--- src/rtl/ipsxe_floating_point_stim_pkg.sv ---
// ----------------------------------------------------------------------------
// ipsxe_floating_point_stim_pkg
// Shared definitions for the floating-point stimulus sequencer.
//   ADDR_W  : width of the external vector-ROM address bus (16 entries max)
//   state_e : sequencer state encoding
// ----------------------------------------------------------------------------
package ipsxe_floating_point_stim_pkg;

   localparam int ADDR_W = 4;

   typedef enum logic [2:0] {
      ST_IDLE = 3'd0,
      ST_RD   = 3'd1,
      ST_CAP  = 3'd2,
      ST_SEND = 3'd3,
      ST_DONE = 3'd4
   } state_e;

endpackage

--- src/rtl/ipsxe_floating_point_stim_seq.sv ---
// ----------------------------------------------------------------------------
// ipsxe_floating_point_stim_seq
// Walks an external vector ROM and presents each entry as an operand to a
// downstream floating-point core over a valid/ready handshake.
//
// Parameters
//   EXP_WIDTH : exponent field width of each vector
//   MAN_WIDTH : mantissa field width of each vector
//   NUM_VEC   : ROM entries walked per pass (1..16)
//
// Ports
//   clk       : clock, rising edge
//   rst_n     : asynchronous active-low reset
//   start     : begin a pass (only honoured while idle)
//   abort     : synchronous cancel of the current pass
//   rd_addr   : vector-ROM read address
//   rom_dout  : registered ROM data, valid one edge after rd_addr
//   m_tvalid  : operand valid
//   m_tready  : downstream ready
//   m_tdata   : operand {sign, exponent, mantissa}
//   busy      : pass in progress (RD, CAP, SEND)
//   done      : one-cycle pulse at the end of a pass
//   vec_cnt   : accepted transfers in the current/last pass (saturating)
//   loop_mode : only with IPSXE_FLOATING_POINT_STIM_LOOP_EN defined; when set
//               the pass wraps to address 0 instead of finishing
//
// Build option
//   IPSXE_FLOATING_POINT_STIM_LOOP_EN : adds the loop_mode port
// ----------------------------------------------------------------------------
module ipsxe_floating_point_stim_seq
   import ipsxe_floating_point_stim_pkg::*;
#(
   parameter int EXP_WIDTH = 8,
   parameter int MAN_WIDTH = 23,
   parameter int NUM_VEC   = 4
) (
   input  logic                           clk,
   input  logic                           rst_n,
   input  logic                           start,
   input  logic                           abort,
   output logic [ADDR_W-1:0]              rd_addr,
   input  logic [EXP_WIDTH+MAN_WIDTH:0]   rom_dout,
   output logic                           m_tvalid,
   input  logic                           m_tready,
   output logic [EXP_WIDTH+MAN_WIDTH:0]   m_tdata,
   output logic                           busy,
   output logic                           done,
`ifdef IPSXE_FLOATING_POINT_STIM_LOOP_EN
   input  logic                           loop_mode,
`endif
   output logic [15:0]                    vec_cnt
);

   localparam int                 DATA_W    = 1 + EXP_WIDTH + MAN_WIDTH;
   localparam logic [ADDR_W-1:0]  LAST_ADDR = ADDR_W'(NUM_VEC - 1);
   localparam logic [ADDR_W-1:0]  ADDR_ONE  = ADDR_W'(1);

   state_e              state_q, state_d;
   logic [ADDR_W-1:0]   addr_q,  addr_d;
   logic                tvalid_q, tvalid_d;
   logic [DATA_W-1:0]   tdata_q, tdata_d;
   logic [15:0]         cnt_q,   cnt_d;

   logic                hs;
   logic                last_vec;
   logic                loop_wrap;
   logic                abort_act;

   assign hs        = tvalid_q & m_tready;
   assign last_vec  = (addr_q == LAST_ADDR);
   // abort has no meaning while idle, so start is never blocked by it there
   assign abort_act = abort & (state_q != ST_IDLE);

`ifdef IPSXE_FLOATING_POINT_STIM_LOOP_EN
   assign loop_wrap = loop_mode;
`else
   assign loop_wrap = 1'b0;
`endif

   // ---------------------------------------------------------------------
   // State register
   // ---------------------------------------------------------------------
   always_ff @(posedge clk or negedge rst_n) begin
      if (!rst_n) begin
         state_q <= ST_IDLE;
      end else begin
         state_q <= state_d;
      end
   end

   // ---------------------------------------------------------------------
   // Next-state logic
   // ---------------------------------------------------------------------
   always_comb begin
      state_d = state_q;
      unique case (state_q)
         ST_IDLE: if (start) state_d = ST_RD;
         ST_RD:   state_d = ST_CAP;   // ROM latency cycle
         ST_CAP:  state_d = ST_SEND;
         ST_SEND: begin
            if (hs) begin
               state_d = (last_vec && !loop_wrap) ? ST_DONE : ST_RD;
            end
         end
         ST_DONE: state_d = ST_IDLE;
         default: state_d = ST_IDLE;
      endcase
      if (abort_act) begin
         state_d = ST_IDLE;
      end
   end

   // ---------------------------------------------------------------------
   // Output decode
   // ---------------------------------------------------------------------
   always_comb begin
      busy = 1'b0;
      done = 1'b0;
      unique case (state_q)
         ST_RD, ST_CAP, ST_SEND: busy = 1'b1;
         ST_DONE:                done = 1'b1;
         default: ;
      endcase
   end

   // ---------------------------------------------------------------------
   // Datapath next values: address, operand register, transfer counter
   // ---------------------------------------------------------------------
   always_comb begin
      addr_d   = addr_q;
      tvalid_d = tvalid_q;
      tdata_d  = tdata_q;
      cnt_d    = cnt_q;
      unique case (state_q)
         ST_IDLE: begin
            if (start) begin
               addr_d = '0;
               cnt_d  = '0;
            end
         end
         ST_CAP: begin
            tdata_d  = rom_dout;
            tvalid_d = 1'b1;
         end
         ST_SEND: begin
            if (hs) begin
               tvalid_d = 1'b0;
               if (cnt_q != 16'hFFFF) begin
                  cnt_d = cnt_q + 16'd1;
               end
               if (!last_vec) begin
                  addr_d = addr_q + ADDR_ONE;
               end else if (loop_wrap) begin
                  addr_d = '0;
               end
            end
         end
         default: ;
      endcase
      // abort wins over a simultaneous handshake: nothing is counted or advanced
      if (abort_act) begin
         addr_d   = addr_q;
         tvalid_d = 1'b0;
         tdata_d  = tdata_q;
         cnt_d    = cnt_q;
      end
   end

   // ---------------------------------------------------------------------
   // Datapath registers
   // ---------------------------------------------------------------------
   always_ff @(posedge clk or negedge rst_n) begin
      if (!rst_n) begin
         addr_q   <= '0;
         tvalid_q <= 1'b0;
         tdata_q  <= '0;
         cnt_q    <= '0;
      end else begin
         addr_q   <= addr_d;
         tvalid_q <= tvalid_d;
         tdata_q  <= tdata_d;
         cnt_q    <= cnt_d;
      end
   end

   assign rd_addr  = addr_q;
   assign m_tvalid = tvalid_q;
   assign m_tdata  = tdata_q;
   assign vec_cnt  = cnt_q;

endmodule

--- config.mk ---
export PLATFORM = sky130hd
export DESIGN_NAME = ipsxe_floating_point_stim_seq
export DESIGN_NICKNAME = d
export VERILOG_FILES = /design/src/rtl/ipsxe_floating_point_stim_pkg.sv /design/src/rtl/ipsxe_floating_point_stim_seq.sv
export SDC_FILE = /design/constraint.sdc
export NUM_CORES = 1
export LEC_CHECK = 0
export BUFFER_PORTS_ARGS = -buffer_cell sky130_fd_sc_hd__buf_2
export CAP_MARGIN = 20
export CORE_MARGIN = 8
export CORE_UTILIZATION = 30
export DETAILED_ROUTE_END_ITERATION = 10
export SETUP_SLACK_MARGIN = 0.15
export SYNTH_ARGS = -nofsm -noshare
export SYNTH_HDL_FRONTEND = slang
export SYNTH_SLANG_ARGS = --single-unit
--- constraint.sdc ---
create_clock -name clk -period 2.4 [get_ports clk]
set_input_delay 0.48 -clock clk [delete_from_list [all_inputs] [get_ports clk]]
set_output_delay 0.48 -clock clk [all_outputs]
set_load 0.02 [all_outputs]
# Yosys cells after proc, flatten, opt, wreduce, memory -nomap -nowiden
# Cells that the tools add are included.
# word_totals
register_bits,56
in_bits,37
output_inout_bits,55
word_cells,50
# classes
addsub,2
n_eq_ne,12
mux,18
bitwise_logic,3
reduce_logical,10
# ops
operator,n
2-to-1 mux 16 bit,3
one-hot mux 16 bit (2 select lines),1
"adder 16 x 1 -> 16 bit, second input constant",1
"!= test 16 bit, second input constant",1
2-to-1 mux 3 bit,4
2-to-1 mux 4 bit,3
one-hot mux 3 bit (4 select lines),1
AND reduction 5 bit,2
"!= test 2 bit, second input constant",4
one-hot mux 4 bit (2 select lines),1
"equality test 3 x 2 -> 1 bit, second input constant",2
"!= test 3 bit, second input constant",2
AND reduction 2 bit,3
nonzero test 3 bit,2
"adder 4 x 1 -> 4 bit, second input constant",1
"equality test 4 x 2 -> 1 bit, second input constant",1
2-to-1 mux 1 bit,4
"equality test 3 x 1 -> 1 bit, second input constant",1
"equality test 3 bit, second input constant",1
zero test 3 bit,1
OR reduction 3 bit,1
AND 1 bit,2
one-hot mux 1 bit (2 select lines),1
nonzero test 2 bit,1
NOT 1 bit,1

# Logic depth before layout (Yosys ltp)
# Gate-level depths: netlist of run 1.
# depth
depth_word,5
mapped_depth,7
mapped_depth_nobuf,6

# Worst setup path after synthesis of run 1
# OpenSTA, ideal clock, no wires.
# synth_timing
kind,reg-to-reg
startpoint,reg cnt_q[0] (netlist: vec_cnt[0])
endpoint,reg cnt_q[7] (netlist: vec_cnt[7])
setup_ps,110
arrival_ps,1799
path_slack_ps,491
path_stages_with_launch,8
path_buffers,1
path_cell_list,dfrtp_1 -> ha_1 -> nand3_1 -> nor4_4 -> o2bb2ai_4 -> buf_6 -> o21ai_1 -> o41ai_1
# synth_between
elab_chain_len,4
word_cells_on_any_way,7
# synth_lines
element,line,rtl
start: declaration,ipsxe_floating_point_stim_seq.sv:62,"logic [15:0] cnt_q, cnt_d;"
start signal: assignment,ipsxe_floating_point_stim_seq.sv:182,cnt_q <= cnt_d;
adder 16 x 1 -> 16 bit,ipsxe_floating_point_stim_seq.sv:149,cnt_d = cnt_q + 16'd1;
2-to-1 mux 16 bit,ipsxe_floating_point_stim_seq.sv:148,if (cnt_q != 16'hFFFF) begin
2-to-1 mux 16 bit,ipsxe_floating_point_stim_seq.sv:146,if (hs) begin
one-hot mux 16 bit (2 select lines),ipsxe_floating_point_stim_seq.sv:134,unique case (state_q)
# Several ways; a longest one is shown, not always the timed one. The select of a mux whose other input is x is not followed.
# A chain may end at the register's enable or synchronous reset.

# Final worst setup path of run 1
# layout_timing
startpoint,reg cnt_q[0] (netlist: vec_cnt[0])
endpoint,reg cnt_q[9] (netlist: vec_cnt[9])
# Same word-level chain as after synthesis.

==> results.cfg, run 1 <==
[logic_synthesis]
syn-num-nets = 256
yosys-top-cells-area = dfrtp_1 55%, mux2_2 14%, nor2_1 2.6%
synthCells = 217
ys.warnings.count = 0
synth_edf_count = 0
yosys.cell_types.count = 44
postSynth.asyncResetShare_pct = 100
synth_top_cell_by_area = dfrtp_1
ys_seq_elements = 56
synth_top_area_share_pct = 54.5
synthFlopType = dfrtp_1
synth_seq_area_share_pct = 54.5
syn-cell-area_mm2 = 0.00257
avgSynthCellArea_um2 = 11.8

[place]
gp_congestion = 0.737
port_buffers = 91
dp.cells = 405
placed_cell_area_mm2 = 0.00313
dp_slack_ns = 0.446
dp_hpwl_um = 4730

[clocking]
cts_hold_buf = 0
cts_made_buffers = 5
post_cts_buffers = 0
cts_tree = yes
cts-resized-gates = 0
clkLatencyLatePin_ns = 0.31
cts_sinks = 56
cts_root_buf = clkbuf_8
htreeDepth = 2
clockBufferDepth = 2
clkTransAtPathRegs_ns = 0.11

[drt]
routed_via_density = 4.89
drt_pre_antenna_iters = 4
ant_nets = 0
wl_um = 6200
drc = 0
avgRoutedWirePerCell_um = 15.0
first_iter_violations = 79
vias = 2021

[global_route]
grt-ovfl-total = 0
grt_pass1_wl_um = 9550
grt_pass1_vias = 1937
grt_max_degree = 36
grtUsageTotal_pct = 10.0
grt_antenna_before_repair = 0

[timing]
slew_violations = 0
hold_ws_ns = 0.147
setup_viol = 0
layout_min_cycle_time_ns = 1.98
max_freq_mhz = 505
worst_clock_skew_ns = 0.0134
max_slew_margin_pct = 55.1
final.setup.worst_slack_ns = 0.421
rsz0062_at_grt = false
fin_setup_tns_ns = 0
hold_viol_final = 0
tightest_slew_ns = 0.668
timing.final.crit_share_pct = 82.5

[final_layout]
final_nets = 346
instances_no_fill = 413
final.fill_count = 817
seq_area_mm2 = 0.00140
diodes = 0
area_growth_pct = 26.3
drive_above_1_share_pct = 45.8
finalInstanceArea_mm2 = 0.00325
multiInputGateArea_mm2 = 0.00110

[setup_path]
path_max_fanout = 18
worstSetupEndpointType = flip-flop
critPathKind = reg2reg
cp.required_ns = 2.62
critPathLaunchType = flip-flop
arrival_ns = 2.20

[floorplanning]
die_w_um = 109
rows = 33
fp.dieH_um = 109
dieArea_mm2 = 0.0118
ios = 92
start_util_pct = 31.1
core_mm2 = 0.00826

[flow_run]
drv_cap = 0

[power_and_ir_drop]
power_density_mw_per_mm2 = 1080
leakagePower_nw = 1.57
vdd_ir_drop_max_v = 0.000317

[run_status]
outcome = finished, final reports clean

[hold_path]
hold_path.class = in2async
[sequential cells by signal, summed over array words and instances (netlist names)]
signal	cells
m_tdata	32
vec_cnt	16
rd_addr	4
state_q	3
m_tvalid	1
[power breakdown]
group          switching [mW]  leakage (nW)  total [mW]  internal (mW)
registers               0.217         0.711        1.48           1.26
logic                   0.833         0.794        1.41          0.575
clock network           0.317        0.0600       0.634          0.317
[per-layer routing]
layer | vias to the layer above | wire, um | track usage, %
li1 | 977 | - | -
met1 | 952 | 2750 | 12.9
met2 | 86 | 2610 | 15.0
met3 | 6 | 798 | 4.58
met4 | 0 | 42 | 2.35
met5 | - | 0 | 0
[worst paths after layout]
path	start	to	slack [ns]	depth (start not counted)
worst max-delay path	vec_cnt[0]	vec_cnt[9]	0.42	6
worst min-delay path	rst_n	state_q[1]	0.15	1
worst max register to register	vec_cnt[0]	vec_cnt[9]	0.42	6
worst min register to register	m_tdata[3]	m_tdata[3]	0.50	1
max in group asynchronous	rst_n	m_tdata[19]	1.67	2
min in group clk	rom_dout[3]	m_tdata[3]	0.39	2
[worst max-delay path, cell delays in order, from the launching register on]
cell       delay, ns
dfrtp_1         0.45
ha_1            0.22
nand3_1         0.23
nor4_4          0.45
o2bb2ai_4       0.28
o21ai_0         0.17
o31ai_1         0.08
[area by class of cell]
type | instances | area share [%]
timing repair buffer | 93 | 14.9
multi-input combinational | 147 | 33.9
sequential | 56 | 43.1
clock buffer | 5 | 2.12
inverter | 4 | 0.462
clock inverter | 3 | 1.43
tap | 105 | 4.04
[Yosys cell counts, drive strengths merged (2+ instances only)]
master and n:
nor3b 2, nand3b 2, nor4 3, clkbuf 2, inv 4, a31oi 6, mux2i 2, o311ai 2
o41ai 2, dfrtp 56, a21oi 3, nand4 4, ha 2, nor2 18, buf 8, mux2 33
nor3 3, o31ai 7, nand2 14, nand3 12, o21ai 19
[through the flow]
step	util, %	power [mW]
floorplan	-	2.44
global placement	37.9	2.90
detailed placement	37.9	2.94
CTS	39.3	3.58
global route	39.3	3.75
finish	39.3	3.52
[placed cells by master, fill, tap and decap left out, drive strengths merged, types with 4 or more instances in the layout]
cell / Yosys / routed
buf: 8 / 93
dfrtp: 56 / 56
clkbuf: 2 / 5
nand4: 4 / 4
o21ai: 19 / 19
nor2: 18 / 18
mux2: 33 / 33
nand2: 14 / 14
a31oi: 6 / 6
o31ai: 7 / 7
inv: 4 / 5
nand3: 12 / 12
[cells by family after synthesis]
| logic type | count (synthesis) | share of synthesized area, % |
|---|---|---|
| adders and majority gates | 2 | 0.973 |
| DFF | 56 | 54.5 |
| xor gates and xnor gates | 1 | 0.341 |
| muxes | 35 | 15.2 |
| and+or+nand+nor | 66 | 14.8 |
| AOI/OAI and AO/OA | 43 | 11.2 |
| buffers and inverters | 14 | 2.97 |
Note: power is estimated with default switching activity, not from simulation.
==> inputs of run 2 (changes only) <==
==> constraint.sdc (replaced) <==
create_clock -name clk -period 1.9 [get_ports clk]
set_input_delay 0.38 -clock clk [delete_from_list [all_inputs] [get_ports clk]]
set_output_delay 0.38 -clock clk [all_outputs]
set_load 0.02 [all_outputs]
==> run 2 against run 1 <==
  * Flip-flop and latch count unchanged
  * Sequential share of layout area decreased by 3.3 points
  * Clock skew about the same
  * Maximum frequency increased by 18%
  * Critical endpoint is now vec_cnt[14]
==> results.cfg, run 2 (synthesis gave the netlist of run 1 again) <==
[final_layout]
largest_reg_flops = 32
fin_util_pct = 42.8
final_common_cell = buf_2
drive_above_1_share_pct = 52.6
final_nets = 371
diodes = 0
final_cell_mix = 91 x buf_2, 52 x dfrtp_1, 31 x mux2_2
area_growth_pct = 37.3

[clocking]
clkTransAtPathRegs_ns = 0.11
clkLatencyLatePin_ns = 0.31
cts_sinks = 56
cts_hold_buf = 0
cts_tree = yes
cts_root_buf = clkbuf_8
cts_made_buffers = 5
htreeDepth = 2
clockBufferDepth = 2

[drt]
met2_length_um = 3110
avgRoutedWirePerCell_um = 16.0
first_iter_violations = 131
ant_nets = 0
drc = 0
wl_met1_um = 3070
wl_um = 6990
wl_met3_um = 711
vias = 2167
routed_via_density = 4.95
drt_pre_antenna_iters = 5
top_layer_used = met4

[setup_path]
cp.required_ns = 2.12
r2r-end = vec_cnt[14]
crit_slowest_cell = dfrtp_1
arrival_ns = 1.89
critPathLaunchType = flip-flop
cp_common_cell = nor2_1
critPathKind = reg2reg
path_max_fanout = 9
critPathBufInv = 1
slowest_delay_ns = 0.45
crit_family = simple AND/OR/NAND/NOR gates
worstSetupEndpointType = flip-flop
rr_startpoint = vec_cnt[6]
regToRegSetupSlack_ns = 0.23
ff2ff_path_depth = 6
cp_cell_sequence = nand3_1 > nor4_4 > buf_6 > o2bb2ai_4 > nor2_1 > nor2_1

[timing]
fin_setup_tns_ns = 0
layout_min_cycle_time_ns = 1.67
rsz0062_at_grt = true
tightest_slew_ns = 0.408
timing.final.crit_share_pct = 88.0
max_freq_mhz = 598
max_slew_margin_pct = 72.8
worst_clock_skew_ns = 0.0139
slew_violations = 0
hold_viol_final = 0
setup_viol = 0

[power_and_ir_drop]
p_switching_mw = 1.80
p_comb_share_pct = 43.5
vdd_ir_drop_max_v = 0.000425
leakagePower_nw = 1.69
switching_share_pct = 38.4
pwr-share-seq_pct = 38.9
clock_power_share_pct = 17.6
power_density_mw_per_mm2 = 1330
p_int_mw = 2.88

[run_status]
outcome = finished, final reports clean

[floorplanning]
core_mm2 = 0.00826
dieArea_mm2 = 0.0118
die_w_um = 109
start_util_pct = 31.1
ios = 92
rows = 33
fp.dieH_um = 109

[global_route]
grt_max_degree = 57
grt_pass1_wl_um = 10900
grt_pass1_vias = 2135
grt_antenna_before_repair = 0
grtUsageTotal_pct = 11.5
grt-ovfl-total = 0

[place]
gp_congestion = 0.750
dp_hpwl_um = 5030
port_buffers = 91

[flow_run]
drv_cap = 0

[hold_path]
hold_path.class = in2async
==> run 2: cell count changes in the layout (fill, tap and decap cells not counted), sizes merged <==
cell	before	now
clkbuf	5	6
o2bb2ai	1	3
inv	5	4
buf	93	115
nand2	14	15
==> run 2: worst max path at each step <==
stage                      from          end  slack [ns]  cells past startpoint
finish               vec_cnt[6]  vec_cnt[14]        0.23                      6
global route         vec_cnt[6]  vec_cnt[14]        0.12                      6
detailed placement   vec_cnt[0]   vec_cnt[8]        0.08                      6
global placement     vec_cnt[0]   vec_cnt[9]        0.15                      6
CTS                  vec_cnt[0]   vec_cnt[9]        0.16                      7
floorplan           vec_cnt[10]   vec_cnt[7]        0.16                      7
==> run 2: cell type report <==
cell class	count	area, um^2
clock buffer	6	82.6
inverter	4	15.0
multi-input combinational	150	1190
sequential	56	1410
tap	105	131
fill	793	4730
timing repair buffer	115	664
clock inverter	2	38.8
==> run 2: power groups by stage <==
stage,Combinational [mW],Sequential (mW),Clock [mW]
4_1_cts,2.05,1.82,0.853
5_1_grt,2.19,1.89,0.903
3_3_place_gp,1.94,1.84,0
6_report,2.04,1.82,0.822
3_5_place_dp,1.97,1.86,0
2_1_floorplan,0.750,2.33,0
==> run 2: routing by layer <==
layer  GRT usage (%)  vias up
met2            18.6       92
met5               0        -
li1                -     1033
met1            14.4     1035
met4            3.81        0
met3            3.57        7
==> run 2: through the flow <==
step | setup WS, ns | area, um^2 | hold slack, ns | cells | total power [mW]
after global placement | 0.148 | 3240 | 0.407 | 417 | 3.78
after CTS | 0.156 | 3480 | 0.0673 | 435 | 4.72
after floorplan | 0.165 | 2570 | 0.0844 | 217 | 3.08
after detailed placement | 0.0831 | 3240 | 0.412 | 417 | 3.82
final | 0.228 | 3530 | 0.0647 | 438 | 4.68
after global routing | 0.116 | 3530 | 0.0721 | 438 | 4.98
==> run 2: what timing repair did <==
action / CTS / global route
endpoints found under the setup margin: 18 / 50
gates resized for setup: 6 / 7
cloned: 1 / 2
pin swaps: 3 / 2
buffers inserted: 9 / 1
==> run 2: worst register-to-register path, stage by stage, from the launching register on <==
cell and delay [ns]:
dfrtp_1 0.45, nand3_1 0.24, nor4_4 0.28, buf_6 0.18, o2bb2ai_4 0.17, nor2_1 0.09, nor2_1 0.17
==> inputs of run 3 (changes only) <==
--- a/config.mk
+++ b/config.mk
@@ -10,6 +10,7 @@
 export CORE_MARGIN = 8
 export CORE_UTILIZATION = 30
 export DETAILED_ROUTE_END_ITERATION = 10
+export MAX_ROUTING_LAYER = met4
 export SETUP_SLACK_MARGIN = 0.15
 export SYNTH_ARGS = -nofsm -noshare
 export SYNTH_HDL_FRONTEND = slang
==> constraint.sdc (replaced) <==
create_clock -name clk -period 2.1 [get_ports clk]
set_input_delay 0.42 -clock clk [delete_from_list [all_inputs] [get_ports clk]]
set_output_delay 0.42 -clock clk [all_outputs]
set_load 0.02 [all_outputs]
==> run 3 against run 2 <==
  * Total power fell by 14%
  * Sequential power fell by 7%
  * Maximum frequency fell by 9.7%
  * Design area fell by 6.6%
  * Non-clock buffer count fell by 17
  * Hold slack got worse by 0.0034 ns
  * Core utilization fell by 2.8 points
  * Worst setup slack improved by 0.019 ns
==> results.cfg, run 3 (synthesis gave the netlist of run 1 again) <==
[final_layout]
final_cell_mix = 91 x buf_2, 56 x dfrtp_1, 31 x mux2_2
final_nets = 351
fin_util_pct = 40.0
area_growth_pct = 28.3
drive_above_1_share_pct = 46.6
final_common_cell = buf_2
largest_reg_flops = 32
diodes = 0

[timing]
max_freq_mhz = 540
fin_setup_tns_ns = 0
max_slew_margin_pct = 65.9
rsz0062_at_grt = true
layout_min_cycle_time_ns = 1.85
final.setup.worst_slack_ns = 0.248
setup_viol = 0
timing.final.crit_share_pct = 88.2
slew_violations = 0
hold_viol_final = 0
worst_clock_skew_ns = 0.0121
hold_ws_ns = 0.0614
tightest_slew_ns = 0.512

[hold_path]
hold_path.class = in2async

[global_route]
grt_pass1_wl_um = 9980
grtUsageTotal_pct = 10.7
grt_pass1_vias = 1982
grt-ovfl-total = 0
grt_max_degree = 37
grt_antenna_before_repair = 0

[setup_path]
regToRegSetupSlack_ns = 0.25
worstSetupEndpointType = flip-flop
rr_startpoint = state_q[0]
ff2ff_path_depth = 5
critPathKind = reg2reg
r2r-end = vec_cnt[9]
arrival_ns = 2.07
cp.required_ns = 2.31
critPathLaunchType = flip-flop
path_max_fanout = 18

[floorplanning]
fp.dieH_um = 109
dieArea_mm2 = 0.0118
core_mm2 = 0.00826
start_util_pct = 31.1
die_w_um = 109
rows = 33
ios = 92

[flow_run]
drv_cap = 0

[place]
gp_congestion = 0.779
port_buffers = 91
dp_slack_ns = 0.224
dp_hpwl_um = 4740

[drt]
drc = 0
vias = 2026
wl_um = 6220
first_iter_violations = 102
avgRoutedWirePerCell_um = 14.9
ant_nets = 0
routed_via_density = 4.85
drt_pre_antenna_iters = 4

[power_and_ir_drop]
leakagePower_nw = 1.59
vdd_ir_drop_max_v = 0.000325
power_density_mw_per_mm2 = 1230

[clocking]
cts_root_buf = clkbuf_8
clkTransAtPathRegs_ns = 0.10
htreeDepth = 2
cts_tree = yes
cts_sinks = 56
clockBufferDepth = 2
clkLatencyLatePin_ns = 0.31
cts_made_buffers = 5

[run_status]
outcome = finished, final reports clean
## run 3: worst max path at each step
stage                    start     endpoint
CTS                 vec_cnt[0]   vec_cnt[9]
finish              state_q[0]   vec_cnt[9]
detailed placement  vec_cnt[0]   vec_cnt[9]
floorplan           vec_cnt[0]   vec_cnt[7]
global placement    vec_cnt[0]  vec_cnt[10]
global route        state_q[0]  vec_cnt[11]
## run 3: layout make-up
| type | instances | area (um^2) |
|---|---|---|
| inverters | 4 | 15.0 |
| well taps | 105 | 131 |
| repair buffers | 98 | 533 |
| clock buffers | 6 | 72.6 |
| fillers | 816 | 4960 |
| multi-input cells | 147 | 1110 |
| clock inverters | 2 | 38.8 |
| flip-flops and latches | 56 | 1400 |
## run 3: power by group
group	switching, mW	internal [mW]
Clock	0.356	0.361
Combinational	0.953	0.680
Sequential	0.251	1.44
Total	1.56	2.48
## run 3: repair_timing
| action | 4_1_cts | 5_1_grt |
|---|---|---|
| hold buffers | 0 | 0 |
| gates resized for setup | 0 | 1 |
| buffers inserted | 0 | 1 |
| setup endpoints to repair | 0 | 12 |
| endpoints found under the hold margin | 0 | 0 |
## run 3: worst max-delay path: stages (launching register included)
cell and delay, ns:
dfrtp_1 0.60, and3b_1 0.36, and3_1 0.26, o2bb2ai_4 0.26, o21ai_0 0.18, o31ai_1 0.09
## run 3: layer usage
metal  global-route usage, %  up-vias  wire length, um
li1                        -      987                -
met1                    14.9      943             2890
met2                    14.4       90             2530
met3                    3.39        6              760
met4                    3.03        0               48
met5                       -        -                0
## run 3: through the flow
step	power (mW)	cells	cell area, um^2
final	4.04	418	3300
after global routing	4.32	418	3300
after CTS	4.11	417	3290
after detailed placement	3.39	409	3180
after global placement	3.34	409	3180
after floorplan	2.78	217	2570
